File: src/rtl/hash_pkg.sv
// rtl/hash_pkg.sv - shared request layout, opcodes and sizing helpers for the hash-table request/response path
package hash_pkg;

  localparam int DEF_KEY_WIDTH  = 5;
  localparam int DEF_DATA_WIDTH = 25;
  localparam int OP_WIDTH       = 2;
  localparam int OP_LSB         = DEF_KEY_WIDTH + DEF_DATA_WIDTH;
  localparam int KEY_LSB        = DEF_DATA_WIDTH;

  typedef enum logic [1:0] {
    OP_SEARCH = 2'd0,
    OP_INSERT = 2'd1,
    OP_DELETE = 2'd2,
    OP_NOP    = 2'd3
  } op_e;

  function automatic int calc_beats(input int req_width, input int in_width);
    return (req_width + in_width - 1) / in_width;
  endfunction

  function automatic int calc_keep(input int req_width);
    return (req_width + 7) / 8;
  endfunction

endpackage

File: src/rtl/axis_out_reg.sv
// rtl/axis_out_reg.sv - single-entry stream output register holding data/last stable under back-pressure
module axis_out_reg
  import hash_pkg::*;
#(
  parameter int WIDTH = 32
) (
  input  logic             clk,
  input  logic             reset,
  input  logic [WIDTH-1:0] in_data,
  input  logic             in_last,
  input  logic             in_valid,
  output logic             in_ready,
  output logic [WIDTH-1:0] out_data,
  output logic             out_last,
  output logic             out_valid,
  input  logic             out_ready
);

  // A new word may replace the current one in the same cycle it is taken.
  assign in_ready = !out_valid || out_ready;

  always_ff @(posedge clk or posedge reset) begin
    if (reset) begin
      out_data  <= '0;
      out_last  <= 1'b0;
      out_valid <= 1'b0;
    end else if (in_valid && in_ready) begin
      out_data  <= in_data;
      out_last  <= in_last;
      out_valid <= 1'b1;
    end else if (out_ready) begin
      out_valid <= 1'b0;
    end
  end

endmodule

File: src/rtl/axi_request_packer.sv
// rtl/axi_request_packer.sv - packs a narrow byte stream into {op, key, data} request words, dropping partial requests
module axi_request_packer
  import hash_pkg::*;
#(
  parameter int  KEY_WIDTH     = DEF_KEY_WIDTH,
  parameter int  DATA_WIDTH    = DEF_DATA_WIDTH,
  parameter int  IN_WIDTH      = 8,
  parameter int  ERR_CNT_WIDTH = 16,
  localparam int REQ_WIDTH     = OP_WIDTH + KEY_WIDTH + DATA_WIDTH,
  localparam int BEATS         = calc_beats(REQ_WIDTH, IN_WIDTH),
  localparam int KEEP_WIDTH    = calc_keep(REQ_WIDTH)
) (
  input  logic                     clk,
  input  logic                     reset,
  input  logic [IN_WIDTH-1:0]      s_data_i,
  input  logic                     s_valid_i,
  input  logic                     s_last_i,
  output logic                     s_ready_o,
  output logic [REQ_WIDTH-1:0]     m_data_o,
  output logic                     m_valid_o,
  output logic                     m_last_o,
  output logic [KEEP_WIDTH-1:0]    m_keep_o,
  input  logic                     m_ready_i,
  output logic                     err_pulse_o,
  output logic [ERR_CNT_WIDTH-1:0] err_count_o
);

  localparam int ASM_WIDTH = BEATS * IN_WIDTH;
  localparam int CNT_WIDTH = (BEATS > 1) ? $clog2(BEATS) : 1;
  localparam logic [CNT_WIDTH-1:0] LAST_BEAT = CNT_WIDTH'(BEATS - 1);

  logic [CNT_WIDTH-1:0] cnt;
  logic [ASM_WIDTH-1:0] asm_q;
  logic [ASM_WIDTH-1:0] merged;
  logic                 out_can_load;
  logic                 accept;
  logic                 final_beat;
  logic                 partial;

  // Only the closing beat needs room in the output register; earlier beats overlap a stall.
  assign s_ready_o  = !((cnt == LAST_BEAT) && !out_can_load);
  assign accept     = s_valid_i && s_ready_o;
  assign final_beat = accept && (cnt == LAST_BEAT);
  assign partial    = accept && s_last_i && (cnt != LAST_BEAT);
  assign m_keep_o   = '1;

  always_comb begin
    merged = asm_q;
    merged[cnt*IN_WIDTH +: IN_WIDTH] = s_data_i;
  end

  always_ff @(posedge clk or posedge reset) begin
    if (reset) begin
      cnt         <= '0;
      asm_q       <= '0;
      err_pulse_o <= 1'b0;
      err_count_o <= '0;
    end else begin
      err_pulse_o <= partial;
      if (partial && (err_count_o != {ERR_CNT_WIDTH{1'b1}})) begin
        err_count_o <= err_count_o + ERR_CNT_WIDTH'(1);
      end
      if (accept) begin
        if (final_beat || s_last_i) begin
          cnt   <= '0;
          asm_q <= '0;
        end else begin
          cnt   <= cnt + CNT_WIDTH'(1);
          asm_q <= merged;
        end
      end
    end
  end

  axis_out_reg #(
    .WIDTH(REQ_WIDTH)
  ) u_out_reg (
    .clk      (clk),
    .reset    (reset),
    .in_data  (merged[REQ_WIDTH-1:0]),
    .in_last  (s_last_i),
    .in_valid (final_beat),
    .in_ready (out_can_load),
    .out_data (m_data_o),
    .out_last (m_last_o),
    .out_valid(m_valid_o),
    .out_ready(m_ready_i)
  );

endmodule
File: config.mk
export PLATFORM = sky130hd
export DESIGN_NAME = axi_request_packer
export DESIGN_NICKNAME = d
export VERILOG_FILES = /design/src/rtl/hash_pkg.sv /design/src/rtl/axis_out_reg.sv /design/src/rtl/axi_request_packer.sv
export SDC_FILE = /design/constraint.sdc
export NUM_CORES = 1
export LEC_CHECK = 0
export CORE_MARGIN = 1
export CORE_UTILIZATION = 30
export CTS_CLUSTER_DIAMETER = 150
export DETAILED_ROUTE_END_ITERATION = 12
export HOLD_SLACK_MARGIN = 0.12
export PLACE_DENSITY_LB_ADDON = 0.3
export SYNTH_ARGS = -nofsm -noshare
export SYNTH_HDL_FRONTEND = slang
export SYNTH_SLANG_ARGS = --single-unit
File: constraint.sdc
create_clock -name clk -period 4.04 [get_ports clk]
set_clock_uncertainty 0.2 [all_clocks]
set_input_delay 0.808 -clock clk [delete_from_list [all_inputs] [get_ports clk]]
set_output_delay 0.808 -clock clk [all_outputs]
set_load 0.02 [all_outputs]
==> impl_metrics.json, run 1 <==
{
  "start_kind": "input port",
  "synth_area_leaders": "dfrtp_1, a22o_1, o21ai_0",
  "initial_core_util_pct": 30.8,
  "crit_top_cell": "clkdlybuf4s50_1",
  "final_common_cell": "dfrtp_1",
  "crit_fanout": 4,
  "clock.fmax_mhz": 323,
  "worstPathArrival_ns": 2.08,
  "die_h_um": 110,
  "avgSynthCellArea_um2": 10.9,
  "syn_inst": 323,
  "die_area_mm2": 0.0121,
  "crit_path_max_incr_delay_ns": 0.63,
  "nets": 397,
  "cts_tree": "built",
  "cts_buffer_depth": 2,
  "min_period_ns": 3.09,
  "status": "finished clean",
  "cts_setup_buffers": 0,
  "power_frac_comb_pct": 21.1,
  "grt_pass1_vias": 2620,
  "yosysUniqueCellTypes": 46,
  "switching_share_pct": 29.4,
  "synthArstFlopShare_pct": 100,
  "hpwl_mm": 5.81,
  "grt_max_degree": 50,
  "cellPowerDensity_mw_per_mm2": 495,
  "drtPass1Iterations": 4,
  "synth_seq_cells": 77,
  "worstMarginPinSlew_ns": 0.732,
  "yosysTopAreaCellShare_pct": 54.8,
  "crit_chain": "clkdlybuf4s50_1 -> nand3b_1 -> clkdlybuf4s50_1",
  "drive_gt1_share_pct": 8.38,
  "timing_worst_setup_path_type": "input port to output pin",
  "ir_drop_mv": 0.310,
  "final_cell_area_mm2": 0.00457,
  "grtUsageTotal_pct": 15.3,
  "grt_antenna_before_repair": 0,
  "required_ns": 3.03,
  "gp_congestion": 0.848,
  "period_share_pct": 76.5,
  "antenna_cells": 0,
  "routed_wl_mm": 8.35,
  "slowest_stage": "clkdlybuf4s50_1",
  "die_x_um": 110,
  "syn-cell-area_mm2": 0.00351,
  "post_drt_wl_per_cell_um": 15.9,
  "viasPerCell": 5.02,
  "overflow": 0,
  "synth_flop_cell": "dfrtp_1",
  "hold_buffers": 0,
  "htreeDepth": 3,
  "power_switching_mw": 0.666,
  "whs_ns": 0.275,
  "detail-route-antenna-nets": 0,
  "layout_common_cells": "dfrtp_1, clkdlybuf4s50_1, a22o_1, nand2_1, o21ai_0",
  "setup_tns_ns": 0,
  "clk_pin_slew_ns": 0.06,
  "hold_path.class": "flop to flop",
  "rows": 39,
  "drv_cap": 0,
  "clock-sinks": 77,
  "yosysWarningCount": 0,
  "finalMaxSlewViolations": 0,
  "pwr-share-clk_pct": 37.8,
  "drt_iter0_markers": 90,
  "dpl-instance-area_mm2": 0.00426,
  "leakage_nw": 1.98,
  "ctsRootBufferMaster": "clkbuf_16",
  "drcViolationCount": 0,
  "sequentialPowerShare_pct": 41.1,
  "rsz0062_at_grt": "no",
  "cts.repair.resized": 0,
  "cts_buffers": 9,
  "grt_pass1_wl_mm": 14.0,
  "synth_edf_count": 0,
  "yosys.area.top_type": "dfrtp_1",
  "setup-violations-final": 0,
  "p_int_mw": 1.60,
  "clk_latency_ns": 0.33,
  "pin_count": 69,
  "hold_violations": 0,
  "areaGrowthSynthToFinish_pct": 30.1,
  "max-slew-margin-rel_pct": 51.1,
  "cp-end-kind": "output pin",
  "portBuffers": 64,
  "core_mm2": 0.0114,
  "yosysSeqAreaShare_pct": 54.8,
  "vias": 2635
}
final cells by class:
type / count / area, µm²
multi-input combinational: 214 / 1450
fill: 1158 / 6850
clock buffer: 9 / 225
sequential: 77 / 1930
timing repair buffer: 66 / 668
inverter: 10 / 37.5
tap: 143 / 179
clock inverter: 6 / 87.6
per-layer routing:
| metal | up-vias | global-route usage (%) | share of wire, % |
|---|---|---|---|
| met3 | 10 | 4.35 | 4.6 |
| met2 | 53 | 24.6 | 48 |
| met1 | 1317 | 19.9 | 46 |
| met4 | 0 | 4.98 | 0.79 |
| li1 | 1255 | - | - |
| met5 | - | 0 | 0 |
power by group through the flow:
stage	combinational [mW]	sequential (mW)	clock [mW]
2_1_floorplan	0.195	1.01	0
3_3_place_gp	0.474	0.940	0
3_5_place_dp	0.479	0.942	0
4_1_cts	0.483	0.931	0.882
5_1_grt	0.520	0.947	0.906
6_report	0.477	0.930	0.855
through the flow:
step	power, mW	utilization (%)	instances	setup WS, ns
after floorplan	1.20	-	326	1.07
after global placement	1.41	37.3	510	0.964
after detailed placement	1.42	37.3	510	0.933
after CTS	2.30	40.0	525	0.929
after global routing	2.37	40.0	525	0.911
final	2.26	40.0	525	0.948
kinds of logic after synthesis:
| family | after synthesis | share of synthesized area, % |
|---|---|---|
| flops | 77 | 54.8 |
| simple gates | 98 | 16.7 |
| mux | 3 | 0.961 |
| buf+inv | 35 | 4.45 |
| other cells | 1 | 0.107 |
| xor+xnor | 13 | 3.24 |
| compound gates | 90 | 17.5 |
| fa+ha+maj | 6 | 2.14 |
sequential cells by signal, indices dropped and copies added, names as in the netlist:
signal,count
err_pulse_o,1
err_count_o,16
u_out_reg.out_valid,1
cnt,2
asm_q,24
u_out_reg.out_last,1
u_out_reg.out_data,32
worst max-delay path, delay by kind of cell:
kind | cells | cell delay (ns)
buffers and inverters | 2 | 1.10
and+or+nand+nor | 1 | 0.18
worst paths after layout:
kind                       slack [ns]  depth (start not counted)                     end                    from
setup / recovery                 0.95                          3               s_ready_o               m_ready_i
hold reg to reg                  0.27                          2  u_out_reg.out_data[22]  u_out_reg.out_data[22]
setup reg to reg                 1.32                          6               asm_q[19]                  cnt[0]
min in group asynchronous        0.71                          2         err_count_o[11]                   reset
max in group asynchronous        2.24                          3  u_out_reg.out_data[20]                   reset
hold / removal                   0.27                          2  u_out_reg.out_data[22]  u_out_reg.out_data[22]
cell usage after synthesis, types with 4 or more instances:
cell type,count
nand3_1,9
xnor2_1,4
xor2_1,9
nor2_1,5
o21ai_0,25
clkbuf_1,14
a21oi_1,18
nor2b_1,19
nor3_1,7
nand2_1,31
dfrtp_1,77
a22o_1,31
buf_4,5
a32oi_1,5
ha_1,6
inv_1,9
buf_2,4
Note: power is estimated with default switching activity, not from simulation.
==> run 2, diff against run 1 <==
==> constraint.sdc (replaced) <==
create_clock -name clk -period 3.08 [get_ports clk]
set_clock_uncertainty 0.2 [all_clocks]
set_input_delay 0.616 -clock clk [delete_from_list [all_inputs] [get_ports clk]]
set_output_delay 0.616 -clock clk [all_outputs]
set_load 0.02 [all_outputs]
==> run 2 against run 1 <==
Net effect: core utilization up 0.14 points; clock-buffer cell count up 1; first-iteration DRC count up 6.7%; power up 28%; critical path depth unchanged; setup slack worse by 0.57 ns; combinational power up 31%.
==> impl_metrics.json, run 2 (synthesized netlist as in run 1, its figures left out) <==
{
  "status": "finished clean",
  "hpwl_mm": 5.66,
  "hold_path.class": "flop to flop",
  "rsz0062_at_grt": "no",
  "required_ns": 2.26,
  "rows": 39,
  "worstPathArrival_ns": 1.88,
  "clk_latency_ns": 0.32,
  "r2r-start": "cnt[0]",
  "cts_tree": "built",
  "htreeDepth": 3,
  "routed_wl_mm": 8.12,
  "layout_common_cells": "dfrtp_1, clkdlybuf4s50_1, a22o_1, nand2_1, o21ai_0",
  "viasPerCell": 4.99,
  "grt_antenna_before_repair": 0,
  "top_register": "u_out_reg.out_data",
  "setup-violations-final": 0,
  "cts_setup_buffers": 0,
  "drcViolationCount": 0,
  "nets": 399,
  "grt_pass1_vias": 2568,
  "top_regs": "u_out_reg.out_data (32), asm_q (24), err_count_o (16)",
  "die_x_um": 110,
  "clk_pin_slew_ns": 0.06,
  "hold_buffers": 0,
  "cp-end-kind": "output pin",
  "whs_ns": 0.278,
  "period_share_pct": 87.7,
  "timing_worst_setup_path_type": "input port to output pin",
  "crit_fanout": 4,
  "clock-sinks": 77,
  "cts_buffers": 9,
  "finalMaxSlewViolations": 0,
  "areaGrowthSynthToFinish_pct": 30.6,
  "vias": 2634,
  "pin_count": 69,
  "fillers": 1168,
  "min_period_ns": 2.70,
  "cellPowerDensity_mw_per_mm2": 631,
  "grt_max_degree": 78,
  "die_h_um": 110,
  "largest_reg_flops": 32,
  "overflow": 0,
  "initial_core_util_pct": 30.8,
  "gp_congestion": 0.831,
  "hold_violations": 0,
  "final_common_cell": "dfrtp_1",
  "detail-route-antenna-nets": 0,
  "grtUsageTotal_pct": 14.7,
  "ir_drop_mv": 0.356,
  "antenna_cells": 0,
  "layout_setup_ws_ns": 0.379,
  "portBuffers": 64,
  "drv_cap": 0,
  "drtPass1Iterations": 4,
  "clock.fmax_mhz": 370,
  "drive_gt1_share_pct": 9.09,
  "cts.repair.resized": 0,
  "start_kind": "input port",
  "cts_buffer_depth": 2,
  "critPathLaunch": "m_ready_i",
  "leakage_nw": 1.99,
  "post_drt_wl_per_cell_um": 15.4,
  "ctsRootBufferMaster": "clkbuf_16",
  "core_mm2": 0.0114,
  "drt_iter0_markers": 96,
  "grt_pass1_wl_mm": 13.5,
  "dp_slack_ns": 0.346,
  "setup_tns_ns": 0,
  "die_area_mm2": 0.0121,
  "min_from": "u_out_reg.out_data[11]"
}
run 2: changes by cell type in the layout (fill, tap and decap cells not counted), sizes merged:
cell    delta
buf        +2
bufinv     -1
clkbuf     +1
clkinv     +2
inv        -1
run 2: per-layer routing:
metal / up-vias / GRT usage, % / wire length [µm]
li1: 1262 / - / -
met1: 1292 / 20.0 / 3750
met2: 74 / 23.1 / 3870
met3: 6 / 3.29 / 449
met4: 0 / 4.61 / 59
met5: - / 0 / 0
run 2: final timing paths:
| kind | to | slack, ns | cells past startpoint |
|---|---|---|---|
| max | s_ready_o | 0.38 | 3 |
| min | u_out_reg.out_data[11] | 0.28 | 2 |
| max reg2reg | asm_q[17] | 0.62 | 7 |
| min reg2reg | u_out_reg.out_data[11] | 0.28 | 2 |
| max in group asynchronous | err_count_o[13] | 1.86 | 3 |
| min in group asynchronous | asm_q[1] | 0.50 | 3 |
run 2: critical path, stage by stage:
cell             delay, ns
clkdlybuf4s50_1       0.47
nand3b_1              0.17
clkdlybuf4s50_1       0.63
run 2: final cells by class:
type	count	area, µm²	area share [%]
clock buffer	10	239	5.21
multi-input combinational	214	1450	31.5
timing repair buffer	68	696	15.2
clock inverter	6	62.6	1.36
tap	143	179	3.90
sequential	77	1930	42.0
inverter	10	37.5	0.818
run 2: power by group:
| part | total, mW | switching [mW] | leakage [nW] | internal [mW] |
|---|---|---|---|---|
| registers | 1.22 | 0.104 | 1.05 | 1.11 |
| clock network | 1.05 | 0.404 | 0.152 | 0.648 |
| logic | 0.624 | 0.349 | 0.791 | 0.275 |
| total | 2.89 | 0.857 | 1.99 | 2.04 |
run 2: stage by stage:
step                power, mW  utilization (%)  instances  area (µm²)
floorplan                1.58                -        326        3520
global placement         1.86             37.5        512        4290
detailed placement       1.86             37.5        512        4290
CTS                      2.93             40.2        528        4590
global route             3.05             40.2        528        4590
finish                   2.89             40.2        528        4590
==> run 3, diff against run 2 <==
--- a/config.mk
+++ b/config.mk
@@ -5,8 +5,9 @@
 export SDC_FILE = /design/constraint.sdc
 export NUM_CORES = 1
 export LEC_CHECK = 0
+export CORE_ASPECT_RATIO = 1.75
 export CORE_MARGIN = 1
-export CORE_UTILIZATION = 30
+export CORE_UTILIZATION = 51
 export CTS_CLUSTER_DIAMETER = 150
 export DETAILED_ROUTE_END_ITERATION = 12
 export HOLD_SLACK_MARGIN = 0.12
==> run 3 against run 2 <==
Net effect: combinational power shrank 2%; largest cell class unchanged; die area is 40% lower; clock-buffer cell count up 2.
==> impl_metrics.json, run 3 (synthesized netlist as in run 1, its figures left out) <==
{
  "viasPerCell": 5.56,
  "die_h_um": 112,
  "final_common_cell": "dfrtp_1",
  "status": "finished clean",
  "final_cell_area_mm2": 0.00453,
  "setup_tns_ns": 0,
  "pin_count": 69,
  "drt_iter0_markers": 117,
  "slowest_stage": "clkdlybuf4s50_1",
  "hpwl_mm": 5.68,
  "max-slew-margin-rel_pct": 55.6,
  "worstMarginPinSlew_ns": 0.665,
  "whs_endpoint": "u_out_reg.out_data[17]",
  "min_from": "u_out_reg.out_data[17]",
  "leakage_nw": 2.00,
  "fillers": 497,
  "grt_pass1_vias": 2538,
  "rsz0062_at_grt": "no",
  "crit_chain": "clkdlybuf4s50_1 -> nand3b_1 -> clkdlybuf4s50_1",
  "top_regs": "u_out_reg.out_data (32), asm_q (24), err_count_o (16)",
  "ir_drop_mv": 0.535,
  "drv_cap": 0,
  "layout_common_cells": "dfrtp_1, clkdlybuf4s50_1, a22o_1, nand2_1, o21ai_0",
  "hold_path.class": "flop to flop",
  "core_mm2": 0.00659,
  "crit_top_cell": "clkdlybuf4s50_1",
  "vias": 2591,
  "pwr-share-clk_pct": 39.3,
  "start_kind": "input port",
  "critPathLaunch": "m_ready_i",
  "whs_ns": 0.276,
  "grtUsageTotal_pct": 22.9,
  "routed_wl_mm": 7.62,
  "reg2reg_slack_ns": 0.59,
  "gp_congestion": 0.802,
  "ctsRootBufferMaster": "clkbuf_16",
  "worstRegToRegCells": 6,
  "grt_pass1_wl_mm": 12.4,
  "cts_buffers": 9,
  "p_int_mw": 2.20,
  "crit_fanout": 4,
  "die_area_mm2": 0.00724,
  "portBuffers": 64,
  "hold_depth": 2,
  "clk_latency_ns": 0.32,
  "hold_buffers": 0,
  "antenna_cells": 0,
  "die_x_um": 64.7,
  "top_register": "u_out_reg.out_data",
  "worstPathArrival_ns": 1.93,
  "cts.repair.resized": 0,
  "crit_path_max_incr_delay_ns": 0.65,
  "drtPass1Iterations": 4,
  "clk_pin_slew_ns": 0.06,
  "timing_worst_setup_path_type": "input port to output pin",
  "hold_violations": 0,
  "grt_antenna_before_repair": 0,
  "reg2reg_to": "asm_q[3]",
  "clock-sinks": 77,
  "cp-end-kind": "output pin",
  "initial_core_util_pct": 53.3,
  "sequentialPowerShare_pct": 40.4,
  "detail-route-antenna-nets": 0,
  "period_share_pct": 89.2,
  "cellPowerDensity_mw_per_mm2": 665,
  "largest_reg_flops": 32,
  "grt_max_degree": 48,
  "rows": 39,
  "power_frac_comb_pct": 20.3,
  "power_switching_mw": 0.815,
  "dpl-instance-area_mm2": 0.00419,
  "required_ns": 2.26,
  "r2r-start": "cnt[0]",
  "setup-violations-final": 0,
  "cts_setup_buffers": 0,
  "htreeDepth": 3,
  "cts_tree": "built",
  "cts_buffer_depth": 2,
  "drcViolationCount": 0,
  "min_period_ns": 2.75,
  "clock.fmax_mhz": 364,
  "overflow": 0,
  "areaGrowthSynthToFinish_pct": 29.0,
  "nets": 398,
  "post_drt_wl_per_cell_um": 16.3,
  "drive_gt1_share_pct": 8.33,
  "switching_share_pct": 27.0,
  "finalMaxSlewViolations": 0
}
run 3: changes by cell type in the layout (fill, tap and decap cells not counted):
cell and change:
clkbuf_1 +2, buf_12 -1, clkinv_2 -2, bufinv_16 +2, clkinv_4 -2
run 3: final cells by class:
| cell class | count | area, µm² | share of cell area [%] |
|---|---|---|---|
| multi-input combinational | 214 | 1450 | 31.9 |
| timing repair buffer | 67 | 676 | 14.9 |
| tap | 82 | 103 | 2.26 |
| sequential | 77 | 1930 | 42.5 |
| clock buffer | 12 | 246 | 5.44 |
| clock inverter | 4 | 95.1 | 2.10 |
| inverter | 10 | 37.5 | 0.828 |
run 3: per-layer routing:
metal / track usage, % / routed length [µm] / part of all wire (%) / up-vias
li1: - / - / - / 1261
met3: 4.61 / 306 / 4.0 / 18
met1: 25.9 / 3040 / 40 / 1224
met4: 11.3 / 232 / 3.0 / 0
met5: 0 / 0 / 0 / -
met2: 39.9 / 4040 / 53 / 88
run 3: power groups by stage:
stage	registers [mW]	clock network [mW]	logic, mW
floorplan	1.32	0	0.256
finish	1.22	1.18	0.613
global placement	1.23	0	0.606
detailed placement	1.23	0	0.616
global route	1.23	1.26	0.660
CTS	1.22	1.20	0.618
run 3: how the worst max path moves through the flow:
stage | to | slack [ns]
after floorplan | asm_q[0] | 0.30
after global placement | asm_q[0] | 0.34
after detailed placement | asm_q[0] | 0.24
after CTS | s_ready_o | 0.34
after global routing | s_ready_o | 0.28
final | s_ready_o | 0.33
run 3: worst max-delay path, delay by kind of cell:
kind / cells / cell delay (ns)
simple gates: 1 / 0.19
buf+inv: 2 / 1.13
run 3: metrics by stage:
stage	setup WS [ns]	utilization [%]	instances	total power, mW
2_1_floorplan	0.297	-	326	1.58
3_3_place_gp	0.340	63.6	450	1.84
3_5_place_dp	0.236	63.6	450	1.85
4_1_cts	0.340	68.8	466	3.04
5_1_grt	0.282	68.8	466	3.15
6_report	0.333	68.8	466	3.01
